## src/rtl/eight_serial_comparator_pkg.sv

```systemverilog
// Shared types and constants for the bit-serial MSB-first comparator.
// The state encoding and default width are defined here for reuse by the interface, top and bench.
package eight_cmp_pkg;

  localparam int CMP_WIDTH = 8;

  function automatic int cmp_idx_width(input int width);
    return $clog2(width);
  endfunction

  localparam int CMP_IDX_W = cmp_idx_width(CMP_WIDTH);

  typedef enum logic [1:0] {
    IDLE    = 2'd0,
    COMPARE = 2'd1,
    DONE    = 2'd2
  } cmp_state_t;

endpackage

```

## src/rtl/eight_serial_comparator_if.sv

```systemverilog
// Request/result bundle for the serial comparator.
// The master drives start and the operands; the slave returns status and the registered result.
interface eight_serial_comparator_if
  import eight_cmp_pkg::*;
#(
  parameter int WIDTH = CMP_WIDTH
);

  logic             start;
  logic [0:WIDTH-1] a;
  logic [0:WIDTH-1] b;
  logic             busy;
  logic             done;
  logic             e;
  logic             l;

  modport master (
    output start, a, b,
    input  busy, done, e, l
  );

  modport slave (
    input  start, a, b,
    output busy, done, e, l
  );

endinterface

```

## src/rtl/eight_serial_comparator_cmp_bit_cell.sv

```systemverilog
// Single-bit magnitude cell: reports whether one bit pair is equal, or A's bit is below B's.
module cmp_bit_cell (
  input  logic a_bit,
  input  logic b_bit,
  output logic eq,
  output logic lt
);

  assign eq = ~(a_bit ^ b_bit);
  assign lt = ~a_bit & b_bit;

endmodule

```

## src/rtl/eight_serial_comparator.sv

```systemverilog
// Bit-serial unsigned comparator: walks the captured operands MSB first, one bit per cycle,
// and stops at the first differing bit so that latency depends on where the operands diverge.
module eight_serial_comparator
  import eight_cmp_pkg::*;
#(
  parameter int WIDTH = CMP_WIDTH
)(
  input logic                    clk,
  input logic                    rst_n,
  eight_serial_comparator_if.slave bus
);

  localparam int IDX_W = (WIDTH == CMP_WIDTH) ? CMP_IDX_W : cmp_idx_width(WIDTH);

  cmp_state_t       state;
  cmp_state_t       state_nxt;
  logic [IDX_W-1:0] idx;
  logic [0:WIDTH-1] op_a;
  logic [0:WIDTH-1] op_b;
  logic             e_q;
  logic             l_q;
  logic             bit_eq;
  logic             bit_lt;
  logic             last_bit;

  assign last_bit = (idx == IDX_W'(WIDTH - 1));

  // Only the bit pair selected by the index is ever examined, so one cell suffices.
  cmp_bit_cell u_cell (
    .a_bit (op_a[idx]),
    .b_bit (op_b[idx]),
    .eq    (bit_eq),
    .lt    (bit_lt)
  );

  always_comb begin
    state_nxt = state;
    case (state)
      IDLE:    if (bus.start) state_nxt = COMPARE;
      COMPARE: if (!bit_eq || last_bit) state_nxt = DONE;
      DONE:    state_nxt = IDLE;
      default: state_nxt = IDLE;
    endcase
  end

  always_ff @(posedge clk or negedge rst_n) begin
    if (!rst_n) begin
      state <= IDLE;
      idx   <= '0;
      op_a  <= '0;
      op_b  <= '0;
      e_q   <= 1'b0;
      l_q   <= 1'b0;
    end else begin
      state <= state_nxt;
      case (state)
        IDLE: begin
          if (bus.start) begin
            op_a <= bus.a;
            op_b <= bus.b;
            idx  <= '0;
          end
        end
        COMPARE: begin
          // The first differing bit decides the result outright; equality needs every bit.
          if (!bit_eq) begin
            e_q <= 1'b0;
            l_q <= bit_lt;
          end else if (last_bit) begin
            e_q <= 1'b1;
            l_q <= 1'b0;
          end else begin
            idx <= idx + 1'b1;
          end
        end
        default: ;
      endcase
    end
  end

  assign bus.busy = (state == COMPARE);
  assign bus.done = (state == DONE);
  assign bus.e    = e_q;
  assign bus.l    = l_q;

  a_result_exclusive: assert property (@(posedge clk) disable iff (!rst_n) !(e_q && l_q));
  a_done_single:      assert property (@(posedge clk) disable iff (!rst_n) bus.done |=> !bus.done);

endmodule
```

## src/flat_wrapper.sv

```systemverilog
// flat-port wrapper written by rule: the top's interface ports become plain ports
module eight_serial_comparator_flat import eight_cmp_pkg::*;
#(
  parameter int WIDTH = CMP_WIDTH
)
  (clk, rst_n, bus_start, bus_a, bus_b, bus_busy, bus_done, bus_e, bus_l);
  eight_serial_comparator_if #(.WIDTH(WIDTH)) bus_i ();
  input logic clk;
  input logic rst_n;
  input wire logic [$bits(bus_i.start)-1:0] bus_start;
  input wire logic [$bits(bus_i.a)-1:0] bus_a;
  input wire logic [$bits(bus_i.b)-1:0] bus_b;
  output wire logic [$bits(bus_i.busy)-1:0] bus_busy;
  output wire logic [$bits(bus_i.done)-1:0] bus_done;
  output wire logic [$bits(bus_i.e)-1:0] bus_e;
  output wire logic [$bits(bus_i.l)-1:0] bus_l;
  assign bus_i.start = bus_start;
  assign bus_i.a = bus_a;
  assign bus_i.b = bus_b;
  assign bus_busy = bus_i.busy;
  assign bus_done = bus_i.done;
  assign bus_e = bus_i.e;
  assign bus_l = bus_i.l;
  eight_serial_comparator #(.WIDTH(WIDTH)) u_core (.clk(clk), .rst_n(rst_n), .bus(bus_i));
endmodule
```

## config.mk

```make
export PLATFORM = sky130hd
export DESIGN_NAME = eight_serial_comparator_flat
export DESIGN_NICKNAME = d
export VERILOG_FILES = /design/src/rtl/eight_serial_comparator_pkg.sv /design/src/rtl/eight_serial_comparator_if.sv /design/src/rtl/eight_serial_comparator_cmp_bit_cell.sv /design/src/rtl/eight_serial_comparator.sv /design/src/flat_wrapper.sv
export SDC_FILE = /design/constraint.sdc
export NUM_CORES = 1
export LEC_CHECK = 0
export ABC_AREA = 0
export CORE_MARGIN = 4
export CORE_UTILIZATION = 44
export CTS_CLUSTER_DIAMETER = 100
export DETAILED_ROUTE_END_ITERATION = 7
export PLACE_DENSITY_LB_ADDON = 0.2
export SYNTH_ARGS = -nofsm -noshare
export SYNTH_HDL_FRONTEND = slang
export SYNTH_SLANG_ARGS = --single-unit
```

## constraint.sdc

```tcl
create_clock -name clk -period 2.2 [get_ports clk]
set_input_delay 0.33 -clock clk [delete_from_list [all_inputs] [get_ports clk]]
set_output_delay 0.33 -clock clk [all_outputs]
set_load 0.05 [all_outputs]
```

### Yosys cells after proc, flatten, opt, wreduce, memory -nomap -nowiden

Index checks and enable logic that the tools add are counted.

| word-level totals | value |
|---|---|
| register bits after elaboration | 23 |
| output and inout port bits | 4 |
| word-level logic and storage cells | 44 |

| operators by class | value |
|---|---|
| magnitude comparators | 1 |
| add/sub/neg operators | 1 |
| equality and inequality tests | 7 |
| mux-type cells | 17 |
| bitwise logic cells | 4 |
| reduce and logical (&&, ||, !) cells | 8 |

Operators by type and width:

| operator | count |
|---|---|
| 3-bit 2-to-1 mux | 3 |
| 1-bit 2-to-1 mux | 8 |
| 1-bit binary-select mux with 3-bit select | 2 |
| 2-bit inequality test, second input constant | 3 |
| 3-bit one-hot mux with 2 select lines | 1 |
| 2-bit AND reduction | 3 |
| 4-bit greater-or-equal comparator, second input constant | 1 |
| 2-bit 2-to-1 mux | 2 |
| 3-bit NOT with 4-bit output | 1 |
| 2-bit one-hot mux with 2 select lines | 1 |
| 4-bit AND reduction | 1 |
| 2-bit nonzero test | 2 |
| 3-bit by 1-bit adder with 3-bit output, second input constant | 1 |
| 3-bit equality test, second input constant | 1 |
| 2-bit by 1-bit equality test with 1-bit output, second input constant | 1 |
| 2-bit equality test, second input constant | 1 |
| 2-bit zero test | 1 |
| 2-bit by 1-bit inequality test with 1-bit output, second input constant | 1 |
| 1-bit bitwise AND | 1 |
| 1-bit logical OR | 1 |
| 1-bit NOT | 1 |
| 1-bit bitwise XOR | 1 |

### Depth between registers and ports, before layout

Gate-level depths: netlist of run 1.

| depth | value |
|---|---|
| word-level depth | 8 |
| depth in mapped cells | 7 |
| mapped depth without buffers | 6 |

### Modules after synthesis

A second synthesis of run 1 with hierarchy kept.

| unflattened totals | value |
|---|---|
| cell total of the unflattened synthesis | 68 |
| area total of the unflattened synthesis | 1,064.8 um^2 |

Modules (own cells, without submodules):

| module | area each (um^2) | seq. area each (um^2) | times used | cells an instance |
|---|---|---|---|---|
| eight_serial_comparator | 1,048.5 | 575.6 | 1 | 66 |
| cmp_bit_cell | 16.3 | 0.0 | 1 | 2 |

### Worst setup path after synthesis of run 1

OpenSTA, ideal clock, no wires.

| path | value |
|---|---|
| path type | reg-to-reg |
| start point | reg u_core.idx[0] |
| end point | reg u_core.idx[0] |
| setup slack | -0.056 ns |
| required time | 2.075 ns |
| setup time | 0.125 ns |
| clock period less this slack | 2.256 ns |
| arrival time | 2.131 ns |
| stages on the path, launching flop included | 8 |
| path buffers | 1 |
| cells stage by stage | dfrtp_1 > buf_6 > mux4_1 > mux2_2 > ha_1 > and4bb_2 > nor2_1 > mux2_2 |

| between the ends | value |
|---|---|
| word-level cells in the longest chain between the ends | 7 |
| elaborated cells between the ends (all ways) | 16 |
| those cells by class | add/sub (1); eq/ne (3); mux (9); bitwise (2); reduce/logical (1) |

RTL lines:

| item | RTL line | RTL |
|---|---|---|
| start, declared | eight_serial_comparator.sv:17 | `logic [IDX_W-1:0] idx;` |
| start signal, assigned | eight_serial_comparator.sv:73 | `idx <= idx + 1'b1;` |
| 3-bit NOT with 4-bit output (implied by the code) | eight_serial_comparator.sv:30, eight_serial_comparator.sv:31 |  |
| 1-bit binary-select mux with 3-bit select, on equally long branches | eight_serial_comparator.sv:30, eight_serial_comparator.sv:31 |  |
| 1-bit 2-to-1 mux, on equally long branches (2 in series) | eight_serial_comparator.sv:30, eight_serial_comparator.sv:31 |  |
| 1-bit bitwise XOR | eight_serial_comparator_cmp_bit_cell.sv:9 | `assign eq = ~(a_bit ^ b_bit);` |
| 2-bit inequality test (no source line) | -- |  |
| 4-bit AND reduction (no source line) | -- |  |

Parallel ways exist; a longest one is shown, timed or not. The select of a mux whose other input is x is not followed.
A chain may end at the register's enable or synchronous reset.

### Worst setup path after layout of run 1

Same ends and word-level chain as after synthesis.

==> metrics.md, run 1 <==
| Metric | Value |
|---|---|
| H-Tree Depth | 1 |
| Vias in the first global route | 619 |
| Crit. End Element | flop |
| Clock network power share | 10.3% |
| Required @ worst endpoint | 2.40 ns |
| Ports | 23 |
| Root buffer cell | clkbuf_4 |
| CP max stage delay | 0.51 ns |
| Area contributors post-synth | dfrtp_1 54%, mux2_2 20%, mux4_1 9.9% |
| Post-route DRC | 0 |
| Overflow after GRT | 0 |
| R2r worst-path depth | 6 |
| Reg2reg end | u_core.idx[0] |
| Worst path slowest cell | mux4_2 |
| DP HPWL | 1.30 mm |
| Synth Area in Simple Gates | 5.20% |
| Max-cap violations | 0 |
| Sw power | 0.619 mW |
| Power consumption | 1.84 mW |
| Mapped Cells | 66 |
| Crit path max fanout | 6 |
| Hold slack | 0.361 ns |
| Crit path DAT | 2.45 ns |
| Crit path buffers/inverters | 0 |
| Die ar. | 0.00325 sq mm |
| Core Box Area | 0.00225 sq mm |
| Synth Area in Compound Gates | 2.60% |
| Final Hold Fails | 0 |
| Post-route cell area | 0.00136 sq mm |
| Global-route wire length before repair | 2.77 mm |
| WL/cell | 13.7 um |
| Final Cycle Share | 102% |
| Source of the critical timing path | u_core.idx[0] |
| Initial Util | 46.9% |
| Post-synthesis mux area share | 31.1% |
| Worst Skew | 0.00594 ns |
| Largest family of logic cells by synthesized area | multiplexers |
| Flop-to-flop setup slack | -0.05 ns |
| CTS max path bufs | 2 |
| Worst-skew pair later-pin latency | 0.30 ns |
| Cts bufs inserted | 3 |
| Dpl cell area | 0.00132 sq mm |
| Internal | 1.22 mW |
| Largest net degree at the start of global routing | 24 |
| Syn_nets | 88 |
| Post-synthesis xor/xnor area fraction | 0% |
| Flops & latches, synth | 23 |
| Yosys warning total | 0 |
| Final setup margin | -0.0460 ns |
| Area share of fa/ha/maj cells after synthesis | 3.55% |
| Clock Pin Slew Worst Setup and Hold Paths | 0.12 ns |
| Fin util | 60.5% |
| Setup TNS | -0.0629 ns |
| Drt initial violations | 2 |
| Antenna cells | 0 |
| Post-layout min period | 2.25 ns |
| Max VDD drop | 0.803 mV |
| Total GRT Usage | 11.2% |
| Initial antenna violation count | 0 |
| Seq/Total Area, Yosys | 54.4% |
| Worst Path Class, Setup | flop to flop |
| Share of cells above drive strength 1 | 37.6% |
| Pleak | 0.591 nW |
| Mean Syn Cell Area | 16.0 sq um |
| Logic pwr share | 48.1% |
| Area Growth Syn to Fin | 28.8% |
| Die boundary width | 57.1 um |
| Nature of the critical path startpoint | flop |
| I/O Buffers | 22 |
| Flop pwr share | 41.6% |
| CP cell instances | mux4_2 -> mux2_4 -> ha_4 -> and4bb_2 -> nor2_2 -> mux2_2 |
| Hold Crit Class | input port to asynchronous set/reset pin |
| DR vias | 615 |
| Final #Nets | 116 |
| Fmax achieved | 0.445 GHz |
| Clk sink count | 23 |
| Routed Antenna Nets | 0 |
| Area fraction of the dominant cell type after synthesis | 54.4% |
| Mapped Area | 0.00106 sq mm |
| Failing checks | setup timing |
| Count of unique library cells instantiated by Yosys | 14 |
| Worst reg2reg path startpoint | u_core.idx[0] |
| CTS tree | yes |
| Avg Vias per Cell | 5.08 |
| Relative slew slack | 66.3% |
| Std cell rows | 17 |
| TritonRoute pass-1 iters | 3 |
| Crit-path leading delay family | multiplexers |
| Setup Viol. Count Final | 2 |
| Outcome | finished with violations |
| Switch share | 33.7% |
| Top cell type by total area after synthesis | dfrtp_1 |
| Pwr per Cell Area | 1350 mW/mm^2 |
| Routed wire length | 1.66 mm |
| Worst-Margin Slew | 0.504 ns |
| RSZ-0062 raised after global routing | true |
| Placer Congestion | 0.690 |
| Die Ht | 57.1 um |
| Fin. max-slew vios | 0 |
registers in the layout (all words and copies together), names as in the netlist:
signal and flops:
u_core.idx 3, u_core.op_b 8, u_core.bus.l 1, u_core.bus.e 1, u_core.op_a 8, u_core.state 2
worst max path at each step:
stage / endpoint / cells past startpoint
floorplan: u_core.idx[0] / 7
global placement: u_core.idx[0] / 6
detailed placement: u_core.bus.l / 5
CTS: u_core.idx[0] / 6
global route: u_core.idx[0] / 6
finish: u_core.idx[0] / 6
cells in the final DEF (no fill, tap or decap):
master            n
dfrtp_2           1
clkinv_2          1
inv_1             3
dlymetal6s2s_1    1
mux2i_2           1
nor2_1            2
nor2b_1           1
mux2_4            1
mux4_1            2
clkdlybuf4s50_1  21
mux2_2           18
a22o_1            2
clkbuf_4          3
nand2b_1          1
ha_4              1
a21oi_1           1
dfrtp_1          22
nor2_2            1
a21oi_2           1
and4bb_2          1
nor3b_4           1
buf_4             3
ha_1              2
mux4_2            2
worst register-to-register path, stage by stage, from the launching register on:
cell	delay, ns
dfrtp_2	0.46
mux4_2	0.51
mux2_4	0.30
ha_4	0.27
and4bb_2	0.27
nor2_2	0.06
mux2_2	0.26
Yosys cell counts:
cell type / n
nor2b_1: 1
mux2_2: 19
buf_6: 2
nor3b_4: 1
and4bb_2: 1
mux2i_1: 1
a21oi_1: 2
a22o_1: 2
ha_1: 3
mux4_1: 4
dfrtp_1: 23
nand2b_1: 1
inv_1: 3
nor2_1: 3
kinds of logic (layout without fill, tap and decap cells):
family	after synthesis	after routing
simple gates	7	7
buf+inv	5	32
fa+ha+maj	3	3
compound gates	4	4
flops	23	23
mux	24	24
layer usage:
layer	track usage (%)	vias to the layer above	routed length, um
li1	-	295	-
met1	13.9	305	761
met2	17.3	13	784
met3	3.85	2	101
met4	5.96	0	14
met5	0	-	0
power by group through the flow:
| stage | sequential [mW] | clock, mW | combinational, mW |
|---|---|---|---|
| floorplan | 0.742 | 0 | 0.690 |
| global placement | 0.772 | 0 | 0.820 |
| detailed placement | 0.778 | 0 | 0.846 |
| CTS | 0.768 | 0.203 | 0.865 |
| global route | 0.793 | 0.223 | 0.967 |
| finish | 0.763 | 0.189 | 0.883 |
final cells by class:
cell class              count  area, sq um
fillers                   201          891
flip-flops and latches     23          577
multi-input cells          38          468
repair buffers             25          245
well taps                  28         35.0
clock buffers               3         22.5
inverters                   3         11.3
clock inverters             1         5.00
what timing repair did:
item	in CTS	in global routing
gates resized for setup	2	2
setup buffers	0	1
endpoints found under the setup margin	5	5
hold buffers	0	0
pin swaps	0	1
per-stage QoR:
step                      cells  setup WS (ns)
after detailed placement    116         -0.124
after CTS                   120        -0.0592
final                       121        -0.0460
after floorplan              66        0.00511
after global routing        121         -0.138
after global placement      116        -0.0950
(Power assumes the default switching activity.)
==> run 2: changes to the inputs <==
--- a/config.mk
+++ b/config.mk
@@ -11,6 +11,7 @@
 export CTS_CLUSTER_DIAMETER = 100
 export DETAILED_ROUTE_END_ITERATION = 7
 export PLACE_DENSITY_LB_ADDON = 0.2
+export RECOVER_POWER = 50
 export SYNTH_ARGS = -nofsm -noshare
 export SYNTH_HDL_FRONTEND = slang
 export SYNTH_SLANG_ARGS = --single-unit
==> metrics.md, run 2 (synthesis gave the netlist of run 1 again) <==
| Metric | Value |
|---|---|
| Most common cell after layout, fill and taps aside | dfrtp_1 |
| H-Tree Depth | 1 |
| Die boundary width | 57.1 um |
| Clk sink count | 23 |
| Fmax achieved | 0.445 GHz |
| Ports | 23 |
| CTS tree | yes |
| Post-route DRC | 0 |
| Met2 GRT Util | 17.3% |
| Relative slew slack | 18.6% |
| Fin util | 60.3% |
| Die Ht | 57.1 um |
| WL/cell | 13.7 um |
| Final setup margin | -0.0460 ns |
| Drt initial violations | 2 |
| Total GRT Usage | 11.2% |
| I/O Buffers | 22 |
| Crit path max fanout | 6 |
| Largest regs | u_core.op_a x8, u_core.op_b x8, u_core.idx x3 |
| Required @ worst endpoint | 2.40 ns |
| Busiest layer in global routing | met2 |
| Outcome | finished with violations |
| CTS max path bufs | 2 |
| RSZ-0062 raised after global routing | true |
| Antenna cells | 0 |
| Hold buffers post-CTS | 0 |
| Hold depth | 1 |
| Fin. max-slew vios | 0 |
| Setup Viol. Count Final | 2 |
| Routed wire length | 1.66 mm |
| Initial Util | 46.9% |
| Placer Congestion | 0.690 |
| Worst Path Class, Setup | flop to flop |
| DP HPWL | 1.30 mm |
| Core Box Area | 0.00225 sq mm |
| TritonRoute pass-1 iters | 3 |
| Final Cycle Share | 102% |
| Worst-skew pair later-pin latency | 0.30 ns |
| Max-cap violations | 0 |
| CP max stage delay | 0.51 ns |
| Global-route wire length before repair | 2.77 mm |
| Failing checks | setup timing |
| Cts bufs inserted | 3 |
| Worst-Margin Slew | 1.22 ns |
| Max VDD drop | 0.802 mV |
| Critical Path Stages | 6 |
| Power consumption | 1.83 mW |
| Nature of the critical path startpoint | flop |
| Hold Crit Class | flop to flop |
| Final #Nets | 116 |
| Share of cells above drive strength 1 | 36.6% |
| Initial antenna violation count | 0 |
| Place WS | -0.124 ns |
| Crit path buffers/inverters | 0 |
| Met1 Use GR | 13.9% |
| CP cell instances | mux4_2 -> mux2_4 -> ha_4 -> and4bb_2 -> nor2_2 -> mux2_2 |
| Crit path DAT | 2.45 ns |
| Final Hold Fails | 0 |
| Global routing usage on met3 | 3.85% |
| Clock Pin Slew Worst Setup and Hold Paths | 0.12 ns |
| Crit-path leading delay family | multiplexers |
| Die ar. | 0.00325 sq mm |
| Std cell rows | 17 |
| Crit. End Element | flop |
| Pwr per Cell Area | 1350 mW/mm^2 |
| Post-layout min period | 2.25 ns |
| Pleak | 0.587 nW |
| Root buffer cell | clkbuf_4 |
| Routed Antenna Nets | 0 |
| Avg Vias per Cell | 5.08 |
| Worst Skew | 0.00594 ns |
| DR vias | 615 |
| Worst path slowest cell | mux4_2 |
| Area Growth Syn to Fin | 28.5% |
| Most frequent cells in the layout | 22 x dfrtp_1, 20 x clkdlybuf4s50_1, 18 x mux2_2 |
| R2r worst-path depth | 6 |
| Largest net degree at the start of global routing | 24 |
| Overflow after GRT | 0 |
| Vias in the first global route | 619 |
## run 2: per-stage QoR
| step | hold slack (ns) | TNS, ns | area [sq um] | cells |
|---|---|---|---|---|
| 2_1_floorplan | 0.0344 | 0 | 1070 | 66 |
| 3_3_place_gp | 0.492 | -0.220 | 1320 | 116 |
| 4_1_cts | 0.354 | -0.111 | 1350 | 120 |
| 3_5_place_dp | 0.493 | -0.321 | 1320 | 116 |
| 6_report | 0.521 | -0.0627 | 1360 | 121 |
| 5_1_grt | 0.535 | -0.404 | 1360 | 121 |
## run 2: per-layer routing
layer	up-vias	share of wire, %	wire length [um]
met5	-	0	0
met4	0	0.84	14
met3	2	6.1	102
met2	13	47	783
met1	305	46	759
li1	295	-	-
## run 2: worst reg2reg max path, stage by stage, from the launching register on
cell and delay [ns]:
dfrtp_2 0.46, mux4_2 0.51, mux2_4 0.30, ha_4 0.27, and4bb_2 0.27, nor2_2 0.06
mux2_2 0.26
## run 2: cell type report
cell class	instances	area, sq um
clock inverter	1	5.00
sequential	23	577
fill	201	895
tap	28	35.0
clock buffer	3	22.5
timing repair buffer	25	241
inverter	3	11.3
multi-input combinational	38	468
## run 2: report_power, final
group,switching (mW),total [mW],internal [mW]
sequential,0.142,0.763,0.621
combinational,0.356,0.882,0.526
clock,0.121,0.189,0.0677
## run 2: worst paths after layout
kind	startpoint	endpoint	slack [ns]
max	u_core.idx[0]	u_core.idx[0]	-0.05
min	u_core.op_b[5]	u_core.op_b[5]	0.52
max reg2reg	u_core.idx[0]	u_core.idx[0]	-0.05
min reg2reg	u_core.op_b[5]	u_core.op_b[5]	0.52
max in group asynchronous	rst_n	u_core.idx[0]	0.62
min in group asynchronous	rst_n	u_core.op_a[0]	0.79
## run 2: repair_timing
item / CTS / global route
gates cloned: 0 / 0
gates resized for setup: 2 / 2
buffers inserted: 0 / 1
endpoints found under the setup margin: 5 / 5
pin swaps: 0 / 1
==> run 3: changes to the inputs <==
--- a/config.mk
+++ b/config.mk
@@ -10,8 +10,10 @@
 export CORE_UTILIZATION = 44
 export CTS_CLUSTER_DIAMETER = 100
 export DETAILED_ROUTE_END_ITERATION = 7
+export GPL_ROUTABILITY_DRIVEN = 1
 export PLACE_DENSITY_LB_ADDON = 0.2
 export RECOVER_POWER = 50
+export REMOVE_ABC_BUFFERS = 1
 export SYNTH_ARGS = -nofsm -noshare
 export SYNTH_HDL_FRONTEND = slang
 export SYNTH_SLANG_ARGS = --single-unit
==> metrics.md, run 3 (synthesis gave the netlist of run 1 again) <==
| Metric | Value |
|---|---|
| Outcome | finished with violations |
| Failing checks | setup timing |
| Fmax achieved | 0.450 GHz |
| Post-Place Cells | 119 |
| Vias in the first global route | 613 |
| Antenna cells | 0 |
| # fillers | 189 |
| DR vias | 637 |
| Overflow after GRT | 0 |
| CP max stage delay | 0.51 ns |
| Worst-Margin Slew | 1.27 ns |
| WL/cell | 14.8 um |
| Setup Viol. Count Final | 1 |
| FF/Latch Area | 577 sq um |
| Share of cells above drive strength 1 | 37.9% |
| Setup TNS | -0.0233 ns |
| Fin util | 60.6% |
| Final Cycle Share | 101% |
| Setup repair bufs after CTS | 0 |
| Clock Pin Slew Worst Setup and Hold Paths | 0.12 ns |
| Area Growth Syn to Fin | 29.1% |
| CTS tree | yes |
| Fin. max-slew vios | 0 |
| Worst reg2reg path startpoint | u_core.idx[0] |
| Place WS | -0.119 ns |
| Fin cells | 123 |
| Drt initial violations | 4 |
| Core Box Area | 0.00225 sq mm |
| Pwr per Cell Area | 1380 mW/mm^2 |
| Avg Vias per Cell | 5.18 |
| Total GRT Usage | 12.2% |
| Final setup margin | -0.0233 ns |
| Footprint of the multi-input gates | 464 sq um |
| CP cell instances | mux4_2 -> mux2_4 -> ha_4 -> and4bb_2 -> nor2_2 -> mux2_2 |
| Clk sink count | 23 |
| Die ar. | 0.00325 sq mm |
| Largest regs | u_core.op_a x8, u_core.op_b x8, u_core.idx x3 |
| Final #Nets | 118 |
| Root buffer cell | clkbuf_4 |
| Max VDD drop | 0.715 mV |
| Worst Skew | 0.00425 ns |
| Post-route cell area | 0.00137 sq mm |
| Routed Antenna Nets | 0 |
| Crit-path leading delay family | multiplexers |
| H-Tree Depth | 1 |
| Post-layout min period | 2.22 ns |
| Initial Util | 46.9% |
| Final Hold Fails | 0 |
| I/O Buffers | 22 |
| Source of the critical timing path | u_core.idx[0] |
| Die boundary width | 57.1 um |
| Power consumption | 1.88 mW |
| Worst path slowest cell | mux4_2 |
| Cts bufs inserted | 3 |
| Most common cell after layout, fill and taps aside | dfrtp_1 |
| Crit path max fanout | 4 |
| Ports | 23 |
| Hold_sp | u_core.op_a[2] |
| Worst-skew pair later-pin latency | 0.31 ns |
| Max-cap violations | 0 |
| Die Ht | 57.1 um |
| Hold Crit Class | flop to flop |
| Hold slack | 0.521 ns |
| CTS max path bufs | 2 |
| TritonRoute pass-1 iters | 3 |
| Dpl cell area | 0.00133 sq mm |
| Required @ worst endpoint | 2.40 ns |
| Hold buffers post-CTS | 0 |
| Crit path DAT | 2.43 ns |
| Routed wire length | 1.82 mm |
| Relative slew slack | 15.0% |
| Pleak | 0.582 nW |
| Initial antenna violation count | 0 |
| Worst Path Class, Setup | flop to flop |
| Placer Congestion | 0.727 |
| Crit. End Element | flop |
| Most frequent cells in the layout | 22 x dfrtp_1, 20 x clkdlybuf4s50_1, 18 x mux2_2 |
| RSZ-0062 raised after global routing | true |
| Global-route wire length before repair | 3.04 mm |
| Std cell rows | 17 |
| Nature of the critical path startpoint | flop |
| Post-route DRC | 0 |
| Crit path buffers/inverters | 0 |
| Largest net degree at the start of global routing | 24 |
| DP HPWL | 1.31 mm |
[run 3: area by class of cell]
type,count,share of cell area (%)
well taps,28,2.56
flip-flops and latches,23,42.2
multi-input cells,38,34.0
clock buffers,4,1.92
repair buffers,27,18.5
inverters,3,0.824
[run 3: routing by layer]
layer / global-route usage, % / part of all wire [%] / vias to the layer above
li1: - / - / 300
met1: 16.9 / 46 / 317
met2: 18.1 / 46 / 18
met3: 2.71 / 6.8 / 2
met4: 5.96 / 1.4 / 0
met5: 0 / 0 / -
[run 3: path summary, 6_finish.rpt]
check	slack, ns	cells past startpoint	end
min reg2reg	0.52	1	u_core.op_a[2]
max reg2reg	-0.02	6	u_core.idx[0]
max	-0.02	6	u_core.idx[0]
min	0.52	1	u_core.op_a[2]
min in group asynchronous	0.80	2	u_core.op_a[0]
max in group asynchronous	0.56	2	u_core.idx[0]
[run 3: power breakdown]
group	switching [mW]	internal, mW	leakage, nW
clock	0.122	0.0708	0.0150
sequential	0.142	0.622	0.279
combinational	0.378	0.546	0.288
total	0.643	1.24	0.582
[run 3: repair_timing]
| action | in CTS | in global routing |
|---|---|---|
| pin swaps | 1 | 0 |
| endpoints found under the setup margin | 5 | 4 |
| gates cloned | 0 | 0 |
| resized for setup | 10 | 0 |
| endpoints found under the hold margin | 0 | 0 |
